`src/rtl/rps_arbiter_n_if.sv`:
```
// Handshake bundle between requesters and the N-way rotating arbiter.
// master: drives en/mode/req/lock; slave: returns gnt/gnt_valid/gnt_id/req_up/ptr.
interface rps_arbiter_n_if #(
  parameter int N     = 8,
  parameter int PTR_W = $clog2(N)
);
  logic             en;
  logic             mode;
  logic [N-1:0]     req;
  logic [N-1:0]     lock;
  logic [N-1:0]     gnt;
  logic             gnt_valid;
  logic [PTR_W-1:0] gnt_id;
  logic             req_up;
  logic [PTR_W-1:0] ptr;

  modport master (
    output en, mode, req, lock,
    input  gnt, gnt_valid, gnt_id, req_up, ptr
  );

  modport slave (
    input  en, mode, req, lock,
    output gnt, gnt_valid, gnt_id, req_up, ptr
  );
endinterface

```
`src/rtl/rps_arbiter_n.sv`:
```
// N-way rotating-priority arbiter with per-requester grant lock.
// Ports: clock, reset (sync, active-high), bus (slave: en/mode/req/lock in; gnt/gnt_valid/gnt_id/req_up/ptr out).
module rps_arbiter_n #(
  parameter int N = 8,
  localparam int PTR_W = $clog2(N)
) (
  input  logic          clock,
  input  logic          reset,
  rps_arbiter_n_if.slave bus
);

  logic [PTR_W-1:0] ptr_q, ptr_d;
  logic [PTR_W-1:0] owner_q, owner_d;
  logic             locked_q, locked_d;

  logic             hold;
  logic             found;
  logic [PTR_W-1:0] win;
  logic             sel_v;
  logic [PTR_W-1:0] sel_id;

  always_ff @(posedge clock) begin
    if (reset) begin
      ptr_q    <= '0;
      owner_q  <= '0;
      locked_q <= 1'b0;
    end else begin
      ptr_q    <= ptr_d;
      owner_q  <= owner_d;
      locked_q <= locked_d;
    end
  end

  // Priority scan starting at ptr; index wraps naturally at PTR_W bits.
  always_comb begin
    found = 1'b0;
    win   = '0;
    for (int i = 0; i < N; i++) begin
      logic [PTR_W-1:0] idx;
      idx = ptr_q + PTR_W'(i);
      if (!found && bus.req[idx]) begin
        found = 1'b1;
        win   = idx;
      end
    end
  end

  always_comb begin
    hold = locked_q & bus.en
         & bus.req[owner_q] & bus.lock[owner_q];
    sel_v  = 1'b0;
    sel_id = '0;
    if (!bus.en) begin
      sel_v  = 1'b0;
      sel_id = '0;
    end else if (hold) begin
      sel_v  = 1'b1;
      sel_id = owner_q;
    end else if (found) begin
      sel_v  = 1'b1;
      sel_id = win;
    end
  end

  always_comb begin
    ptr_d    = ptr_q;
    owner_d  = owner_q;
    locked_d = 1'b0;
    if (bus.en && sel_v && bus.lock[sel_id]) begin
      locked_d = 1'b1;
      owner_d  = sel_id;
    end
    if (!bus.mode) begin
      ptr_d = ptr_q + PTR_W'(1);
    end else if (sel_v && !hold) begin
      ptr_d = sel_id + PTR_W'(1);
    end
  end

  always_comb begin
    bus.gnt = '0;
    if (sel_v) begin
      bus.gnt[sel_id] = 1'b1;
    end
    bus.gnt_valid = sel_v;
    bus.gnt_id    = sel_id;
    bus.req_up    = bus.en & (|bus.req);
    bus.ptr       = ptr_q;
  end

endmodule

```
`src/flat_wrapper.sv`:
```
// flat-port wrapper written by rule: the top's interface ports become plain ports
module rps_arbiter_n_flat 
#(
  parameter int N = 8,
  localparam int PTR_W = $clog2(N)
)
  (clock, reset, bus_en, bus_mode, bus_req, bus_lock, bus_gnt, bus_gnt_valid, bus_gnt_id, bus_req_up, bus_ptr);
  rps_arbiter_n_if #(.N(N)) bus_i ();
  input  logic clock;
  input  logic reset;
  input wire logic [$bits(bus_i.en)-1:0] bus_en;
  input wire logic [$bits(bus_i.mode)-1:0] bus_mode;
  input wire logic [$bits(bus_i.req)-1:0] bus_req;
  input wire logic [$bits(bus_i.lock)-1:0] bus_lock;
  output wire logic [$bits(bus_i.gnt)-1:0] bus_gnt;
  output wire logic [$bits(bus_i.gnt_valid)-1:0] bus_gnt_valid;
  output wire logic [$bits(bus_i.gnt_id)-1:0] bus_gnt_id;
  output wire logic [$bits(bus_i.req_up)-1:0] bus_req_up;
  output wire logic [$bits(bus_i.ptr)-1:0] bus_ptr;
  assign bus_i.en = bus_en;
  assign bus_i.mode = bus_mode;
  assign bus_i.req = bus_req;
  assign bus_i.lock = bus_lock;
  assign bus_gnt = bus_i.gnt;
  assign bus_gnt_valid = bus_i.gnt_valid;
  assign bus_gnt_id = bus_i.gnt_id;
  assign bus_req_up = bus_i.req_up;
  assign bus_ptr = bus_i.ptr;
  rps_arbiter_n #(.N(N)) u_core (.clock(clock), .reset(reset), .bus(bus_i));
endmodule
```
`config.mk`:
```
export PLATFORM = sky130hd
export DESIGN_NAME = rps_arbiter_n_flat
export DESIGN_NICKNAME = d
export VERILOG_FILES = /design/src/rtl/rps_arbiter_n_if.sv /design/src/rtl/rps_arbiter_n.sv /design/src/flat_wrapper.sv
export SDC_FILE = /design/constraint.sdc
export NUM_CORES = 1
export LEC_CHECK = 0
export BUFFER_PORTS_ARGS = -buffer_cell sky130_fd_sc_hd__buf_2
export CAP_MARGIN = 20
export CORE_MARGIN = 10
export CORE_UTILIZATION = 56
export CTS_BUF_LIST = sky130_fd_sc_hd__clkbuf_16
export DETAILED_ROUTE_END_ITERATION = 16
export PLACE_DENSITY = 0.81
export SKIP_LAST_GASP = 1
export SLEW_MARGIN = 20
export SYNTH_ARGS = -nofsm -noshare
export SYNTH_HDL_FRONTEND = slang
export SYNTH_SLANG_ARGS = --single-unit
```
`constraint.sdc`:
```
create_clock -name clock -period 4.9 [get_ports clock]
set_input_delay 0.98 -clock clock [delete_from_list [all_inputs] [get_ports clock]]
set_output_delay 0.98 -clock clock [all_outputs]
set_load 0.02 [all_outputs]
```
# After elaboration in Yosys (flattened, before gate mapping)
# Cells that the tools add are included.
dict set report op_classes {
  add_sub_neg 8
  mux 50
  n_reduce_logical 20
  n_bitwise 4
  eq_ne 1
  order_cmp 11
}
# operator count
set op_table {}
lappend op_table {{3-bit by 4-bit < comparator with 1-bit output, second input constant} 10}
lappend op_table {{3-bit 2-to-1 mux} 13}
lappend op_table {{1-bit binary-select mux with 3-bit select} 11}
lappend op_table {{1-bit 2-to-1 mux} 24}
lappend op_table {{3-bit adder, second input constant} 4}
lappend op_table {{1-bit logical AND} 11}
lappend op_table {{1-bit logical NOT} 8}
lappend op_table {{8-bit 2-to-1 mux} 1}
lappend op_table {{8-bit OR reduction} 1}
lappend op_table {{3-bit by 1-bit adder with 3-bit output, second input constant} 2}
lappend op_table {{3-bit by 2-bit adder with 3-bit output, second input constant} 2}
lappend op_table {{1-bit bitwise AND} 4}
lappend op_table {{1-bit demux with 3-bit select} 1}
lappend op_table {{3-bit by 1-bit greater-or-equal comparator with 1-bit output, second input constant} 1}
lappend op_table {{2-bit by 1-bit inequality test with 1-bit output, second input constant} 1}
dict set report word_totals {
  register_bits 7
  out_inout_bits 16
  word_cells 97
  in_bits 20
}

# Depth between registers and ports, before layout
dict set report depth {
  ltp_word 32
  depth_mapped 15
}

# Worst setup path after synthesis
# OpenSTA, ideal clock, no wires.
dict set report synth_timing {
  path_kind {flip-flop to output port}
  startpoint {register u_core.ptr_q[1] (netlist: u_core.bus.ptr[1])}
  endpoint {output port bus_gnt[0]}
  slack_ps -108
  t_required_ps 3920
  path_buffers 3
  t_arrival_ps 4028
  stages_incl_launch_ff 14
  path_cell_list {dfxtp_1 buf_6 buf_2 inv_1 ha_1 buf_4 mux2_1 a221oi_4 nand2_4 nor3_1 a21oi_1 a21oi_1 clkinv_1 nor4_1}
}
dict set report synth_via {
  elab_chain_len 32
  word_cells_on_any_way 65
}
# item line_no
set synth_lines {}
lappend synth_lines {{start, declared} rps_arbiter_n.sv:12} ;# logic [PTR_W-1:0] ptr_q, ptr_d;
lappend synth_lines {{start signal, assigned} rps_arbiter_n.sv:28} ;# ptr_q <= ptr_d;
lappend synth_lines {{branches (longest 24 deep; another with 3-bit by 1-bit adder with 3-bit output)} -}
lappend synth_lines {{3-bit 2-to-1 mux (*)} rps_arbiter_n.sv:59} ;# end else if (found) begin
lappend synth_lines {{3-bit 2-to-1 mux (*)} rps_arbiter_n.sv:56} ;# end else if (hold) begin
lappend synth_lines {{3-bit 2-to-1 mux (*)} rps_arbiter_n.sv:53} ;# if (!bus.en) begin
lappend synth_lines {{via bus_gnt_id[2]} flat_wrapper.sv:17} ;# output wire logic [$bits(bus_i.gnt_id)-1:0] bus_gnt_id;
lappend synth_lines {{3-bit by 4-bit < comparator with 1-bit output (implied by the code) / 3-bit by 1-bit greater-or-equal comparator with 1-bit output (equally long branches)} rps_arbiter_n.sv:83} ;# bus.gnt[sel_id] = 1'b1;
lappend synth_lines {{1-bit logical AND (implied by the code)} rps_arbiter_n.sv:83}
lappend synth_lines {{1-bit 2-to-1 mux (implied by the code)} rps_arbiter_n.sv:83}
lappend synth_lines {{1-bit demux with 3-bit select (*)} -}
lappend synth_lines {{8-bit 2-to-1 mux (*)} rps_arbiter_n.sv:82} ;# if (sel_v) begin
lappend synth_lines {{end, declared} flat_wrapper.sv:15} ;# output wire logic [$bits(bus_i.gnt)-1:0] bus_gnt;
# Mark *: on every way through the listed nets, which the timed path passes. The select of a mux whose other input is x is not followed.

# Worst setup path in the final report
dict set report layout_timing {
  startpoint {register u_core.ptr_q[0] (netlist: u_core.bus.ptr[0])}
  endpoint {output port bus_gnt[5]}
}
dict set report layout_via {
  elab_chain_len 32
  word_cells_on_any_way 65
}
# item line_no
set layout_lines {}
lappend layout_lines {{branches (longest 31 deep; another with 3-bit by 1-bit adder with 3-bit output)} -}
lappend layout_lines {{8-bit 2-to-1 mux (*)} rps_arbiter_n.sv:82}
# Every way passes the cells marked *. The select of a mux whose other input is x is not followed.

==> summary.txt <==
STA
  – Setup TNS Final: 0 ns
  – Max transition margin: 50.76%
  – Final Slew Violations: 0
  – Final Cycle Share: approximately 96%
  – Clock skew: between 0.001 and 0.0015 ns
  – Fmax: approximately 0.21 GHz
  – Minimum clock period: about 4.7 ns
  – Actual slew at the worst max-slew pin: roughly 0.74 ns
  – Setup repair after global routing missed its margin: no
  – Final hold violations: 0
  – Final setup viols: 0

Yosys
  – Sequential-to-total area share from yosys stat: approximately 8%
  – Main combinational cell family by area after synthesis: multiplexers
  – Synth cell types: 63
  – Adder-Cell Fraction of Synth Area: 2.140%
  – Post-synthesis mux area share: roughly 30%
  – Synthesized area: 1754 µm²
  – FF+latch count, synth: 7
  – Largest area contributor in the netlist: mux4_2
  – Top_reg_cell synth: dfxtp_1
  – Post-synth EDFFs: 0
  – Top cells by area, synth: mux4_2 (19%), dfxtp_1 (8.0%), nand2_1 (4.9%), mux2i_1 (4.6%), nor2_1 (3.9%)
  – Area share of and/or/nand/nor cells after synthesis: 25.53%
  – Cell with the most instances after synthesis: nand2_1
  – Ys async rst share: 0%
  – Post-synth top cells: nand2_1 (23), nor2_1 (18), mux4_2 (15)
  – Synth Area in XOR/XNOR: under 10%
  – Synth warn: 0
  – Compound-Gate Fraction of Synth Area: between 20% and 30%
  – Avg Cell Area, Syn: between 8 and 9 µm²
  – Mapped Cells: between 200 and 250
  – Mapped Nets: between 200 and 250
  – Synth top area share: between 10% and 20%

Global route
  – GRT Overall Usage: 18.57%
  – Vias in the first global route: roughly 1900
  – Largest net degree at the start of global routing: 23
  – Antenna violations before repair: 0
  – Total congestion overflow: 0
  – First-pass GRT wire length: roughly 9100 µm

Outcome
  – Status: finished, final reports clean

Worst setup path
  – CP Class: reg2out
  – Worst EP required: ~4 ns
  – Crit. End Element: output port
  – Reg2reg path depth: 13
  – RR Endpoint: u_core.owner_q[0]
  – Worst path arrival time: ~3.8 ns
  – Worst reg2reg startpoint: u_core.bus.ptr[0]
  – CP Launch Type: register
  – FF-to-FF setup slack: approximately 0.72 ns
  – Critical path peak fanout: 8

Final layout
  – Area grow syn2layout: 19.33%
  – NumNets Final: 268
  – # fillers: around 240
  – Register area: about 140 µm²
  – Antenna cell count: 0
  – Fin util: approximately 69%
  – Layout cells sized above 1: around a third
  – Multi-input gate area: around 1500 µm²

Clock network
  – CTS tree: built
  – Clock-pin slew on the worst setup and hold paths: around 0.040 ns
  – Hold-fix buffers at CTS: 0
  – H-tree Lvls: 1
  – Max Buffers Root-to-Sink: 2
  – Resized Gates After CTS: 0
  – CTS Root Buffer Type: clkbuf_16
  – Clk sinks: 7
  – Latest clock arrival within the worst-skew pair: approximately 0.24 ns
  – # Post-CTS Setup Buffers: 0
  – Total CTS buffers: 3

Min path
  – End of the worst hold path: u_core.owner_q[1]
  – Hold Path Class: reg2reg
  – Hold path cells: 2
  – Hold Startpoint: u_core.owner_q[1]

Floorplanning
  – Vert. Die Dim: ~76 µm
  – I/O pin count: 36
  – Initial Util: 57.93%
  – Num rows: 20
  – Die area: about 5800 µm²
  – Die X: 75.97 µm
  – Core area: 3028 µm²

Detailed routing
  – WL per Instance: about 20 µm
  – Routed WL: roughly 5700 µm
  – Initial drt markers: around 290
  – Via count: a little under 2000
  – DRT Pass-1 Iters: 5
  – Via density: between 6 and 7
  – Routed Antenna Nets: 0
  – Residual DRC count: 0

Run
  – MaxCap Viol Count: 0

Pwr
  – Worst VDD drop: 250.8 µV
  – LEAKAGE: roughly 0.86 nW
  – Cell Pwr Density: 316.1 nW/µm²

Placed design
  – Routability-driven placement congestion ratio: between 0.9 and 1
  – Post-DP HPWL: roughly 4200 µm
  – IO buf count: 35
## sequential cells by signal (all words and copies together), names as in the netlist
signal	cells
u_core.bus.ptr	3
u_core.locked_q	1
u_core.owner_q	3
## layout by cell type (no fill, tap or decap), types with 3 or more instances in the layout
cell type   n
or2b_1      3
mux2i_1     8
a22oi_1     3
nand2b_1    8
mux2_2      6
clkbuf_16   3
and3_1      7
nand2_1    23
o21ai_0     3
nand3_1     8
dfxtp_1     7
nor3_1      4
mux4_2     15
inv_1       8
nor2b_1     3
a211oi_1    3
buf_2      35
mux2_1      4
nor2_1     18
buf_4       9
a21o_1      3
a21oi_1     6
xnor2_1     4
## cell families (layout without fill, tap and decap cells)
group                      Yosys count  after routing
buffers and inverters               18             57
AOI/OAI and AO/OA                   51             51
muxes                               33             33
and+or+nand+nor                     87             87
DFF                                  7              7
xor gates and xnor gates             6              6
adders and majority gates            3              3
## routing by layer
metal,track usage (%),up-vias,wire length [µm]
met5,0,-,0
met4,7.576,0,144
met3,1.415,24,405
met2,30.36,123,2732
met1,24.37,960,2412
li1,-,880,-
## how the worst max path moves through the flow
| stage | to | from | depth (start not counted) |
|---|---|---|---|
| 5_1_grt | bus_gnt[4] | u_core.bus.ptr[0] | 11 |
| 6_report | bus_gnt[5] | u_core.bus.ptr[0] | 12 |
| 2_1_floorplan | bus_gnt[0] | u_core.bus.ptr[1] | 13 |
| 3_5_place_dp | bus_gnt[0] | bus_req[6] | 11 |
| 3_3_place_gp | bus_gnt[0] | bus_req[6] | 11 |
| 4_1_cts | bus_gnt[0] | u_core.bus.ptr[0] | 13 |
## stage by stage
stage               total power [mW]  area (µm²)  std cells  setup WS [ns]  hold slack [ns]
floorplan                     0.3980        1767        205        0.05691           0.4984
global placement              0.4977        2008        284         0.3073           0.5430
detailed placement            0.5033        2008        284         0.2526           0.5603
CTS                           0.6478        2087        288         0.1387           0.5676
global route                  0.6947        2093        288       0.006429           0.6216
finish                        0.6617        2093        288         0.1726           0.5681
## report_power, final
group	total [mW]	switching [mW]	internal [mW]
logic	0.445	0.255	0.190
clock network	0.142	0.0358	0.107
registers	0.0741	0.00991	0.0642
## worst max-delay path: stages (launching register included)
cell and delay (ns):
dfxtp_1 0.32, inv_1 0.15, ha_2 0.48, buf_4 0.19, mux4_2 0.36, mux2_2 0.34, or4_1 0.48, nor3_1 0.20
o32ai_1 0.14, a31oi_2 0.44, nand2b_1 0.19, nor2_1 0.04, buf_2 0.16
## cell type report
| class | instances | area share, % |
|---|---|---|
| Sequential cell | 7 | 6.695 |
| Inverter | 9 | 1.614 |
| Clock inverter | 1 | 0.1793 |
| Clock buffer | 3 | 3.586 |
| Multi-Input combinational cell | 180 | 73.70 |
| Timing Repair Buffer | 44 | 11.60 |
| Tap cell | 44 | 2.630 |
(Power assumes the default switching activity.)
